$ cat config.mk
export PLATFORM = sky130hd
export DESIGN_NAME = cla_pipe_adder
export DESIGN_NICKNAME = d
export VERILOG_FILES = /design/src/rtl/cla_pipe_adder.sv
export SDC_FILE = /design/constraint.sdc
export NUM_CORES = 1
export LEC_CHECK = 0
export ABC_AREA = 1
export CORE_ASPECT_RATIO = 0.8
export CORE_MARGIN = 1.5
export CORE_UTILIZATION = 45
export CTS_BUF_LIST = sky130_fd_sc_hd__clkbuf_16
export CTS_CLUSTER_DIAMETER = 200
export DETAILED_ROUTE_END_ITERATION = 16
export PLACE_DENSITY = 0.78
export RECOVER_POWER = 50
export SYNTH_ARGS = -nofsm -noshare
export SYNTH_HDL_FRONTEND = slang
export SYNTH_SLANG_ARGS = --single-unit
$ cat constraint.sdc
create_clock -name clk -period 2.9 [get_ports clk]
set_input_delay 0.58 -clock clk [delete_from_list [all_inputs] [get_ports clk]]
set_output_delay 0.58 -clock clk [all_outputs]
set_load 0.01 [all_outputs]
$ cat src/rtl/cla_pipe_adder.sv
// ---------------------------------------------------------------------------
// cla_pipe_adder
//   Three-stage pipelined carry-lookahead adder/subtractor with a valid/ready
//   handshake on both sides. Carries are formed in two levels: 4-bit groups
//   produce group propagate/generate, a lookahead chain across the groups
//   yields each group's carry-in, and the final stage ripples inside each
//   4-bit group seeded by that group carry.
//
//   Stage 1 : operand conditioning (B inverted for subtract), bit P/G.
//   Stage 2 : group PG/GG and group carries Cg[0..NG].
//   Stage 3 : in-group carries, sum, carry out, signed overflow, zero flag.
//
// Ports
//   clk        clock, all state on the rising edge
//   rst        synchronous reset, active-high
//   in_valid   operand beat valid
//   in_ready   block can accept an operand beat this cycle
//   in_a       operand A
//   in_b       operand B
//   in_cin     carry in (add only)
//   in_sub     0: sum = A + B + cin ; 1: sum = A - B (cin ignored)
//   out_valid  result beat valid
//   out_ready  downstream accepts the result
//   out_sum    result, modulo 2^WIDTH
//   out_cout   carry out of the MSB (subtract: 1 = no borrow)
//   out_ovf    signed overflow (carry into MSB xor carry out of MSB)
//   out_zero   out_sum == 0
// ---------------------------------------------------------------------------
module cla_pipe_adder #(
    parameter int WIDTH = 16
) (
    input  logic             clk,
    input  logic             rst,
    input  logic             in_valid,
    output logic             in_ready,
    input  logic [WIDTH-1:0] in_a,
    input  logic [WIDTH-1:0] in_b,
    input  logic             in_cin,
    input  logic             in_sub,
    output logic             out_valid,
    input  logic             out_ready,
    output logic [WIDTH-1:0] out_sum,
    output logic             out_cout,
    output logic             out_ovf,
    output logic             out_zero
);

    localparam int NG = WIDTH / 4;

    if ((WIDTH % 4) != 0 || WIDTH < 4 || WIDTH > 64) begin : g_width_check
        $error("cla_pipe_adder: WIDTH must be a multiple of 4 in the range 4..64");
    end

    // -----------------------------------------------------------------------
    // Pipeline control: a stage advances when it is empty or the stage after
    // it advances, so bubbles collapse and an empty stage always accepts.
    // -----------------------------------------------------------------------
    logic v1, v2, v3;
    logic adv1, adv2, adv3;

    assign adv3      = !v3 || out_ready;
    assign adv2      = !v2 || adv3;
    assign adv1      = !v1 || adv2;
    assign in_ready  = adv1;
    assign out_valid = v3;

    // -----------------------------------------------------------------------
    // Stage 1: subtract is A + ~B + 1, so the inversion and forced carry-in
    // are applied here and the rest of the pipe only ever adds.
    // -----------------------------------------------------------------------
    logic [WIDTH-1:0] bx;
    logic             c0_in;
    logic [WIDTH-1:0] p1, g1;
    logic             c01;

    assign bx    = in_sub ? ~in_b : in_b;
    assign c0_in = in_sub ? 1'b1 : in_cin;

    // NOTE: sequential state is assigned with <= so every flop samples the
    // pre-edge values of the others; = here would chain stages within one edge.
    always_ff @(posedge clk) begin
        // NOTE: the data registers are reset as well as the valid bits so the
        // result outputs read zero after reset rather than stale operands.
        if (rst) begin
            v1  <= 1'b0;
            p1  <= '0;
            g1  <= '0;
            c01 <= 1'b0;
        end else if (adv1) begin
            v1  <= in_valid;
            p1  <= in_a ^ bx;
            g1  <= in_a & bx;
            c01 <= c0_in;
        end
    end

    // -----------------------------------------------------------------------
    // Stage 2: group lookahead. Cg[k] is the carry into group k; Cg[NG] is
    // the carry out of the whole word.
    // -----------------------------------------------------------------------
    logic [NG-1:0] pg, gg;
    logic [NG:0]   cg;

    // NOTE: every variable written in always_comb gets a default first so no
    // path through the block leaves it unassigned (which would infer a latch).
    always_comb begin
        pg    = '0;
        gg    = '0;
        cg    = '0;
        cg[0] = c01;
        for (int k = 0; k < NG; k++) begin
            pg[k]   = &p1[4*k +: 4];
            gg[k]   = g1[4*k+3]
                    | (g1[4*k+2] & p1[4*k+3])
                    | (g1[4*k+1] & p1[4*k+3] & p1[4*k+2])
                    | (g1[4*k]   & p1[4*k+3] & p1[4*k+2] & p1[4*k+1]);
            cg[k+1] = gg[k] | (pg[k] & cg[k]);
        end
    end

    logic [WIDTH-1:0] p2, g2;
    logic [NG:0]      cg2;

    always_ff @(posedge clk) begin
        if (rst) begin
            v2  <= 1'b0;
            p2  <= '0;
            g2  <= '0;
            cg2 <= '0;
        end else if (adv2) begin
            v2  <= v1;
            p2  <= p1;
            g2  <= g1;
            cg2 <= cg;
        end
    end

    // -----------------------------------------------------------------------
    // Stage 3: ripple the three inner carries of each group from its group
    // carry. The carry out of each group's MSB is already known as the next
    // group carry, so c[WIDTH] is taken from the lookahead chain directly.
    // -----------------------------------------------------------------------
    logic [WIDTH:0]   c;
    logic [WIDTH-1:0] sum_nxt;

    always_comb begin
        c = '0;
        for (int k = 0; k < NG; k++) begin
            c[4*k] = cg2[k];
            for (int j = 0; j < 3; j++) begin
                c[4*k+j+1] = g2[4*k+j] | (p2[4*k+j] & c[4*k+j]);
            end
        end
        c[WIDTH] = cg2[NG];
    end

    assign sum_nxt = p2 ^ c[WIDTH-1:0];

    always_ff @(posedge clk) begin
        if (rst) begin
            v3       <= 1'b0;
            out_sum  <= '0;
            out_cout <= 1'b0;
            out_ovf  <= 1'b0;
            out_zero <= 1'b0;
        end else if (adv3) begin
            v3       <= v2;
            out_sum  <= sum_nxt;
            out_cout <= c[WIDTH];
            out_ovf  <= c[WIDTH] ^ c[WIDTH-1];
            out_zero <= (sum_nxt == '0);
        end
    end

endmodule

## Word level (Yosys, flattened, before mapping)

Index checks and enable logic that the tools add are counted.

- Output and inout port bits: 21
- Word-level logic and storage cells: 99
- Register bits after elaboration: 91

- Reduce and logical (&&, ||, !) cells: 11
- Bitwise gates (word level): 73
- Mux-type cells: 2

Operators with widths:

| kind | number |
|---|---|
| 1-bit bitwise AND | 40 |
| 16-bit bitwise XOR | 2 |
| 1-bit OR | 28 |
| 16-bit bitwise AND | 1 |
| 16-bit zero test | 1 |
| 16-bit two-way mux | 1 |
| 16-bit inverter | 1 |
| 4-bit AND reduction | 4 |
| 1-bit zero test | 3 |
| 1-bit logical OR | 3 |
| 1-bit two-way mux | 1 |
| 1-bit bitwise XOR | 1 |

## Logic depth before layout (Yosys ltp)

Gate-level depths: netlist of run 1.

- Depth in word-level cells: 11
- Mapped depth: 10
- Gate-level depth less buffers: 10

## Least setup slack after synthesis of run 1

No wires, ideal clock.

- Kind: register to register
- Start point: register cg2[0]
- End point: register out_zero
- Setup slack: 0.891 ns
- Period minus slack after synthesis: 2.009 ns
- Cell stages (with the launch flop): 11
- Data arrival time: 1.938 ns
- Setup time: 0.070 ns
- Path through: dfxtp_1 ha_1 or2_2 ha_1 or2_2 ha_1 nor3_1 nand4_1 nor2_1 nand3_1 a21oi_1

RTL lines:

| item | line | source |
|---|---|---|
| start: declaration | 122 | `logic [NG:0] cg2;` |
| start signal: assignment | 134 | `cg2 <= cg;` |
| 1-bit bitwise AND | 151 | `c[4*k+j+1] = g2[4*k+j] \| (p2[4*k+j] & c[4*k+j]);` |
| 1-bit OR | 151 |  |
| 1-bit bitwise AND | 151 |  |
| 1-bit OR | 151 |  |
| 16-bit bitwise XOR | 157 | `assign sum_nxt = p2 ^ c[WIDTH-1:0];` |
| net sum_nxt[2] | 144 | `logic [WIDTH-1:0] sum_nxt;` |
| 16-bit zero test | 171 | `out_zero <= (sum_nxt == '0);` |
| end signal: assignment | 171 |  |
| end: declaration | 45 | `output logic out_zero` |

The timed path passes the listed nets, and every way through them passes these cells.
A chain may end at the register's enable or synchronous reset.

## Worst setup path in the final report of run 1

- Start point: input out_ready
- End point: output in_ready

- Longest elaborated chain between the ends: 3

Ends and longest elaborated chain:

| item | line | source |
|---|---|---|
| start: declaration | 41 | `input logic out_ready,` |
| 1-bit logical OR | 61 | `assign adv3 = !v3 \|\| out_ready;` |
| 1-bit logical OR | 62 | `assign adv2 = !v2 \|\| adv3;` |
| 1-bit logical OR | 63 | `assign adv1 = !v1 \|\| adv2;` |
| end: declaration | 35 | `output logic in_ready,` |

No other way between the ends.

==> results of run 1 <==
## power breakdown
group	internal (W)	switching (W)
clock	0.000564	0.000442
sequential	0.00130	0.0000521
combinational	0.000171	0.000178
## final timing paths
kind	to	startpoint	slack, ns	cells after the start
worst max-delay path	in_ready	out_ready	0.28	6
worst min-delay path	out_zero$_SDFFE_PP0P_	out_zero$_SDFFE_PP0P_	0.48	2
worst max register to register	out_zero$_SDFFE_PP0P_	cg2[0]$_SDFFE_PP0P_	0.55	10
worst min register to register	out_zero$_SDFFE_PP0P_	out_zero$_SDFFE_PP0P_	0.48	2
## metal layers
layer	part of all wire, %	global-route usage (%)	wire length [um]
met1	43	21.7	3600
met2	51	36.1	4290
met3	5.1	4.71	429
met4	1.5	6.34	124
met5	0	0	0
## cell usage in the layout (no fill, tap or decap), drive strengths merged
cell type,n
nand2,50
buf,6
clkdlybuf4s50,37
clkinvlp,1
clkbuf,11
a21oi,60
nand3,36
nor3,3
nand4,2
dlygate4sd3,21
inv,38
xnor2,4
clkinv,3
nor2,70
dfxtp,88
o21bai,5
xor2,17
o21a,1
a211oi,1
o21ai,53
ha,28
or2,8
## stage by stage
step	hold WS [ns]	std cells	power [W]	worst slack [ns]	area, um^2
after floorplan	0.439	492	0.00157	0.891	3960
after global placement	0.462	639	0.00172	0.321	4560
after detailed placement	0.470	639	0.00173	0.146	4560
after CTS	0.480	655	0.00273	0.429	4810
after global routing	0.503	655	0.00282	0.233	4800
final	0.480	655	0.00270	0.278	4800
## cell families (layout without fill, tap and decap cells)
logic type | count (synthesis) | after routing | synth area share [%]
and+or+nand+nor | 169 | 169 | 18.5
AOI/OAI and AO/OA | 120 | 120 | 15.6
DFF | 88 | 88 | 44.5
buffers and inverters | 66 | 117 | 7.90
adders and majority gates | 28 | 28 | 8.85
xor gates and xnor gates | 21 | 21 | 4.65
## worst reg2reg max path: cells and delay by family, from the launching register on
family                     cells  cell delay, ns
DFF                            1            0.32
adders and majority gates      3            0.65
AOI/OAI and AO/OA              1            0.12
and+or+nand+nor                6            1.16
## cell usage after synthesis (all sizes together)
| master | count | share of area [%] |
|---|---|---|
| dfxtp | 88 | 45 |
| nand3 | 36 | 4.6 |
| xor2 | 17 | 3.8 |
| xnor2 | 4 | 0.89 |
| nand2 | 50 | 4.9 |
| nor2 | 70 | 7.0 |
| nor3 | 3 | 0.38 |
| o21ai | 53 | 6.7 |
| ha | 28 | 8.9 |
| or2 | 8 | 1.3 |
| nand4 | 2 | 0.32 |
| a21oi | 60 | 7.6 |
| clkbuf | 15 | 1.4 |
| o21bai | 5 | 0.95 |
| buf | 16 | 3.2 |
| o21a | 1 | 0.19 |
| inv | 35 | 3.3 |
| a211oi | 1 | 0.19 |
## state kept, by name (all words and copies together), names as in the netlist
name       flops
p1            16
p2            16
out_sum       16
out_ovf        1
g2            12
g1            16
out_cout       1
out_valid      1
v2             1
c01            1
v1             1
cg2            5
out_zero       1
## final cells by class
cell class / instances / area, um^2
clock inverter: 7 / 32.5
multi-input combinational: 338 / 1880
timing repair buffer: 66 / 634
sequential: 88 / 1760
tap: 112 / 140
fill: 793 / 3720
clock buffer: 9 / 225
inverter: 35 / 131
==> results.md, run 1 <==
* Clk buf depth at 2
* PD cells at 563 mW/mm^2
* Ys Warns at 0
* Critical Path Start Type: primary input
* CTS H-tree lvls at 3
* Initial antenna violation count at 0
* Crit path max fanout at 2
* DR DRC count at 0
* Slew margin rel. at 36.5%
* Iteration-0 DRC Markers at 177
* Die H at approximately 87 um
* Max Freq at 381 MHz
* Final hold vios at 0
* Most used cell, CP: nor2_4
* Crit-path cells: dlygate4sd3_1 > nor2_4 > inv_1 > nor2_4 > nand2_1 > clkdlybuf4s50_1
* Peak VDD IR at 308 uV
* Max cap viols at 0
* Run status: completed
* Clock transition at the registers of the reported paths at around 0.060 ns
* Initial Util at 46.4%
* Final min period at around 2.6 ns
* Syn Area/Cell at 8.04 um^2
* DP HPWL at 6070 um
* Total wire length at 8450 um
* Critical path buffers and inverters at 3
* Top delay family on crit path: buffers and inverters
* DR WL/cell at 12.9 um
* Synth Cell Area at 0.00396 mm^2
* Clock root cell: clkbuf_16
* First-pass GRT wire length at 14300 um
* Number of buffers inserted by port buffering at 58
* Unrepaired setup endpoints after global routing: false
* Gr usage total at 19.4%
* Resized Gates After CTS at 0
* Lkg Pwr at about 2.2 nW
* Final period util at 90.4%
* DIE WIDTH at between 100 and 150 um
* Nets at 604
* Setup TNS after final layout at 0 ns
* Total number of vias at 3375
* Share of cells above drive strength 1 at 5.52%
* CTS Buf Count at 9
* Final core occ at 56.3%
* CTS Hold Bufs at 0
* Worst Path Required at 2.32 ns
* CP Data Arrival Time at 2.04 ns
* Drt via density at 5.15
* Clk Latency, worst-skew pair at 0.34 ns
* Post-Synthesis Cells at 492
* Area growth from synthesis to layout at 21.3%
* # rows at 30
* Tightest Pin Transition at around 0.95 ns
* DRT Pass-1 Iters at 4
* CTS tree: built
* CTS Sinks at 88
* Post-CTS Setup Inserts at 0
* Top-level I/O count at 59
* Seq/Total Area, Yosys at 44.5%
* Critical path type: in2out
* Post-route ant nets at 0
* Diodes inserted at 0
* Fin. max-slew vios at 0
* Final RePlAce weighted congestion at between 0.8 and 0.9
* Pin count of the biggest net entering global routing at 56
* Crit. End Element: output pin
* Core area at between 0.008 and 0.009 mm^2
* Number of global-route vias before repair at 3298
* Clock skew at 0.00657 ns
* Worst stage delay on the critical path at 0.58 ns
* Final setup viols at 0
* Synth Register Bits at 88
* Hold crit path type: reg2reg
* Total die area at 0.00937 mm^2
* Post-Syn Nets at 558
* Synth cell types at 24
* GRT Residual Overflow at 0
* Slowest CP cell: dlygate4sd3_1
Power figures use the tool's default switching activity.
==> run 2, diff against run 1 <==
--- a/config.mk
+++ b/config.mk
@@ -12,7 +12,7 @@
 export CTS_BUF_LIST = sky130_fd_sc_hd__clkbuf_16
 export CTS_CLUSTER_DIAMETER = 200
 export DETAILED_ROUTE_END_ITERATION = 16
-export PLACE_DENSITY = 0.78
+export PLACE_DENSITY = 0.68
 export RECOVER_POWER = 50
 export SYNTH_ARGS = -nofsm -noshare
 export SYNTH_HDL_FRONTEND = slang
==> constraint.sdc (replaced) <==
create_clock -name clk -period 2.9 [get_ports clk]
set_input_delay 0.58 -clock clk [delete_from_list [all_inputs] [get_ports clk]]
set_output_delay 0.58 -clock clk [all_outputs]
set_load 0.1 [all_outputs]
==> run 2 against run 1 <==
- wire length is 1.3% higher
- count of clock-buffer cells in the layout is the same
- clock power grew 11%
- sequential power is essentially flat
- utilization is 1.0 points lower
==> results.md, run 2 (synthesis results as in run 1) <==
* CTS Sinks at 88 (unchanged)
* Max cap viols at 0 (unchanged)
* Post-route ant nets at 0 (unchanged)
* Clock transition at the registers of the reported paths at 0.06 ns (about the same)
* Number of buffers inserted by port buffering at 58 (unchanged)
* Max Freq at 397 MHz (was 381 MHz)
* Clk Latency, worst-skew pair at 0.34 ns (about the same)
* Diodes inserted at 0 (unchanged)
* CTS H-tree lvls at 3 (unchanged)
* Resized Gates After CTS at 0 (unchanged)
* Internal power at 0.00211 W (was 0.00203 W)
* Iteration-0 DRC Markers at 119 (was 177)
* Tightest Pin Transition at 1.19 ns (was 0.952 ns)
* Unrepaired setup endpoints after global routing: false (unchanged)
* DIE WIDTH at 108 um (unchanged)
* Core area at 0.00852 mm^2 (unchanged)
* First-pass GRT wire length at 14200 um (was 14300 um)
* GRT Residual Overflow at 0 (unchanged)
* Critical path type: in2out (unchanged)
* Nets at 604 (unchanged)
* Final setup viols at 0 (unchanged)
* Initial Util at 46.4% (unchanged)
* Fin. max-slew vios at 0 (unchanged)
* Hold crit path type: reg2reg (unchanged)
* Worst slack, placed at 0.573 ns (was 0.146 ns)
* Clock skew at 0.00636 ns (was 0.00657 ns)
* Final Worst Setup Slack at 0.383 ns (was 0.278 ns)
* Run status: completed (unchanged)
* DR WL/cell at 13.1 um (was 12.9 um)
* Number of global-route vias before repair at 3164 (was 3298)
* DP HPWL at 5870 um (was 6070 um)
* Commonest cells after routing, fill and taps aside: dfxtp_1 (88), nor2_1 (68), a21oi_1 (60) (unchanged)
* Peak VDD IR at 367 uV (was 308 uV)
* Total wire length at 8550 um (was 8450 um)
* Drt via density at 5.06 (was 5.15)
* Total die area at 0.00937 mm^2 (unchanged)
* Final min period at 2.52 ns (was 2.62 ns)
* Clock root cell: clkbuf_16 (unchanged)
* Logic pwr share at 16.1% (was 12.9%)
* Pin count of the biggest net entering global routing at 51 (was 56)
* PD cells at 624 mW/mm^2 (was 563 mW/mm^2)
* Cells after DPL at 639 (unchanged)
* Reg power frac at 45.8% (was 49.9%)
* DRT Pass-1 Iters at 5 (was 4)
* WHS Path Cells at 2 (unchanged)
* Switching fraction of total power at 28.3% (was 24.9%)
* Multi-input gate area at 0.00188 mm^2 (unchanged)
* Die H at 86.9 um (unchanged)
* Final RePlAce weighted congestion at 0.802 (was 0.808)
* DP Area at 0.00452 mm^2 (was 0.00456 mm^2)
* R2r worst-path depth at 10 (unchanged)
* Area growth from synthesis to layout at 19.1% (was 21.3%)
* Critical Path Start Type: primary input (unchanged)
* Share of cells above drive strength 1 at 6.08% (was 5.52%)
* Initial antenna violation count at 0 (unchanged)
* DR DRC count at 0 (unchanged)
* Layout Cells excl Fill at 655 (unchanged)
* Most common cell after layout, fill and taps aside: dfxtp_1 (unchanged)
* CTS tree: built (unchanged)
* Final hold vios at 0 (unchanged)
* Fill cells at 825 (was 793)
* Top-level I/O count at 59 (unchanged)
* CTS Hold Bufs at 0 (unchanged)
* Total number of vias at 3316 (was 3375)
* Setup TNS after final layout at 0 ns (unchanged)
* Clk buf depth at 2 (unchanged)
* Worst Path Required at 2.32 ns (about the same)
* Crit. End Element: output pin (unchanged)
* Gr usage total at 19.5% (was 19.4%)
* # rows at 30 (unchanged)
* Final period util at 86.8% (was 90.4%)
* CP Data Arrival Time at 1.94 ns (was 2.04 ns)
* NetSw at 0.000833 W (was 0.000673 W)
* Final Total Pwr at 0.00294 W (was 0.00270 W)
* Slew margin rel. at 21.2% (was 36.5%)
* CTS Buf Count at 9 (unchanged)
* Lkg Pwr at 2.13 nW (was 2.22 nW)
* Post-CTS Setup Inserts at 0 (unchanged)
* Crit path max fanout at 10 (was 2)
* Register area at 0.00176 mm^2 (unchanged)
* Post-Layout Inst Area at 0.00471 mm^2 (was 0.00480 mm^2)
* Clock share of power at 38.1% (was 37.2%)
-- run 2: changes by cell type in the layout (fill, tap and decap cells not counted) --
cell / delta
dlygate4sd3_1: -20
inv_1: -2
clkbuf_2: +1
clkinv_4: +1
buf_4: -1
bufinv_16: +1
clkdlybuf4s50_1: -1
clkbuf_1: +20
buf_12: +1
-- run 2: metal layers --
metal	part of all wire, %	vias to the layer above	global-route usage [%]
li1	-	1712	-
met5	0	-	0
met4	0.81	0	4.55
met1	47	1534	24.2
met3	5.1	9	6.66
met2	48	61	32.9
-- run 2: layout make-up --
class                   count  share of cell area, %
well taps                 112                   2.97
repair buffers             66                   11.0
multi-input cells         338                   39.8
inverters                  35                   2.79
clock buffers               9                   4.78
clock inverters             7                   1.35
flip-flops and latches     88                   37.4
-- run 2: final timing paths --
path | slack [ns] | startpoint | endpoint
max | 0.38 | out_ready | in_ready
min | 0.48 | g1[0]$_SDFFE_PP0P_ | g2[0]$_SDFFE_PP0P_
max reg2reg | 0.60 | cg2[0]$_SDFFE_PP0P_ | out_zero$_SDFFE_PP0P_
min reg2reg | 0.48 | g1[0]$_SDFFE_PP0P_ | g2[0]$_SDFFE_PP0P_
-- run 2: power groups by stage --
stage               clock (W)  combinational, W  sequential, W
floorplan                   0          0.000201        0.00151
global placement            0          0.000488        0.00137
detailed placement          0          0.000494        0.00137
CTS                   0.00114          0.000497        0.00135
global route          0.00119          0.000520        0.00136
finish                0.00112          0.000472        0.00135
-- run 2: metrics by stage --
stage	hold WS, ns	utilization, %
floorplan	0.439	-
global placement	0.462	53.0
detailed placement	0.468	53.0
CTS	0.478	56.4
global route	0.495	55.3
finish	0.476	55.3
-- run 2: worst max-delay path: stages --
cell	delay [ns]
dlygate4sd3_1	0.57
nor2_4	0.12
inv_1	0.08
nor2_4	0.22
nand2_1	0.16
buf_12	0.20
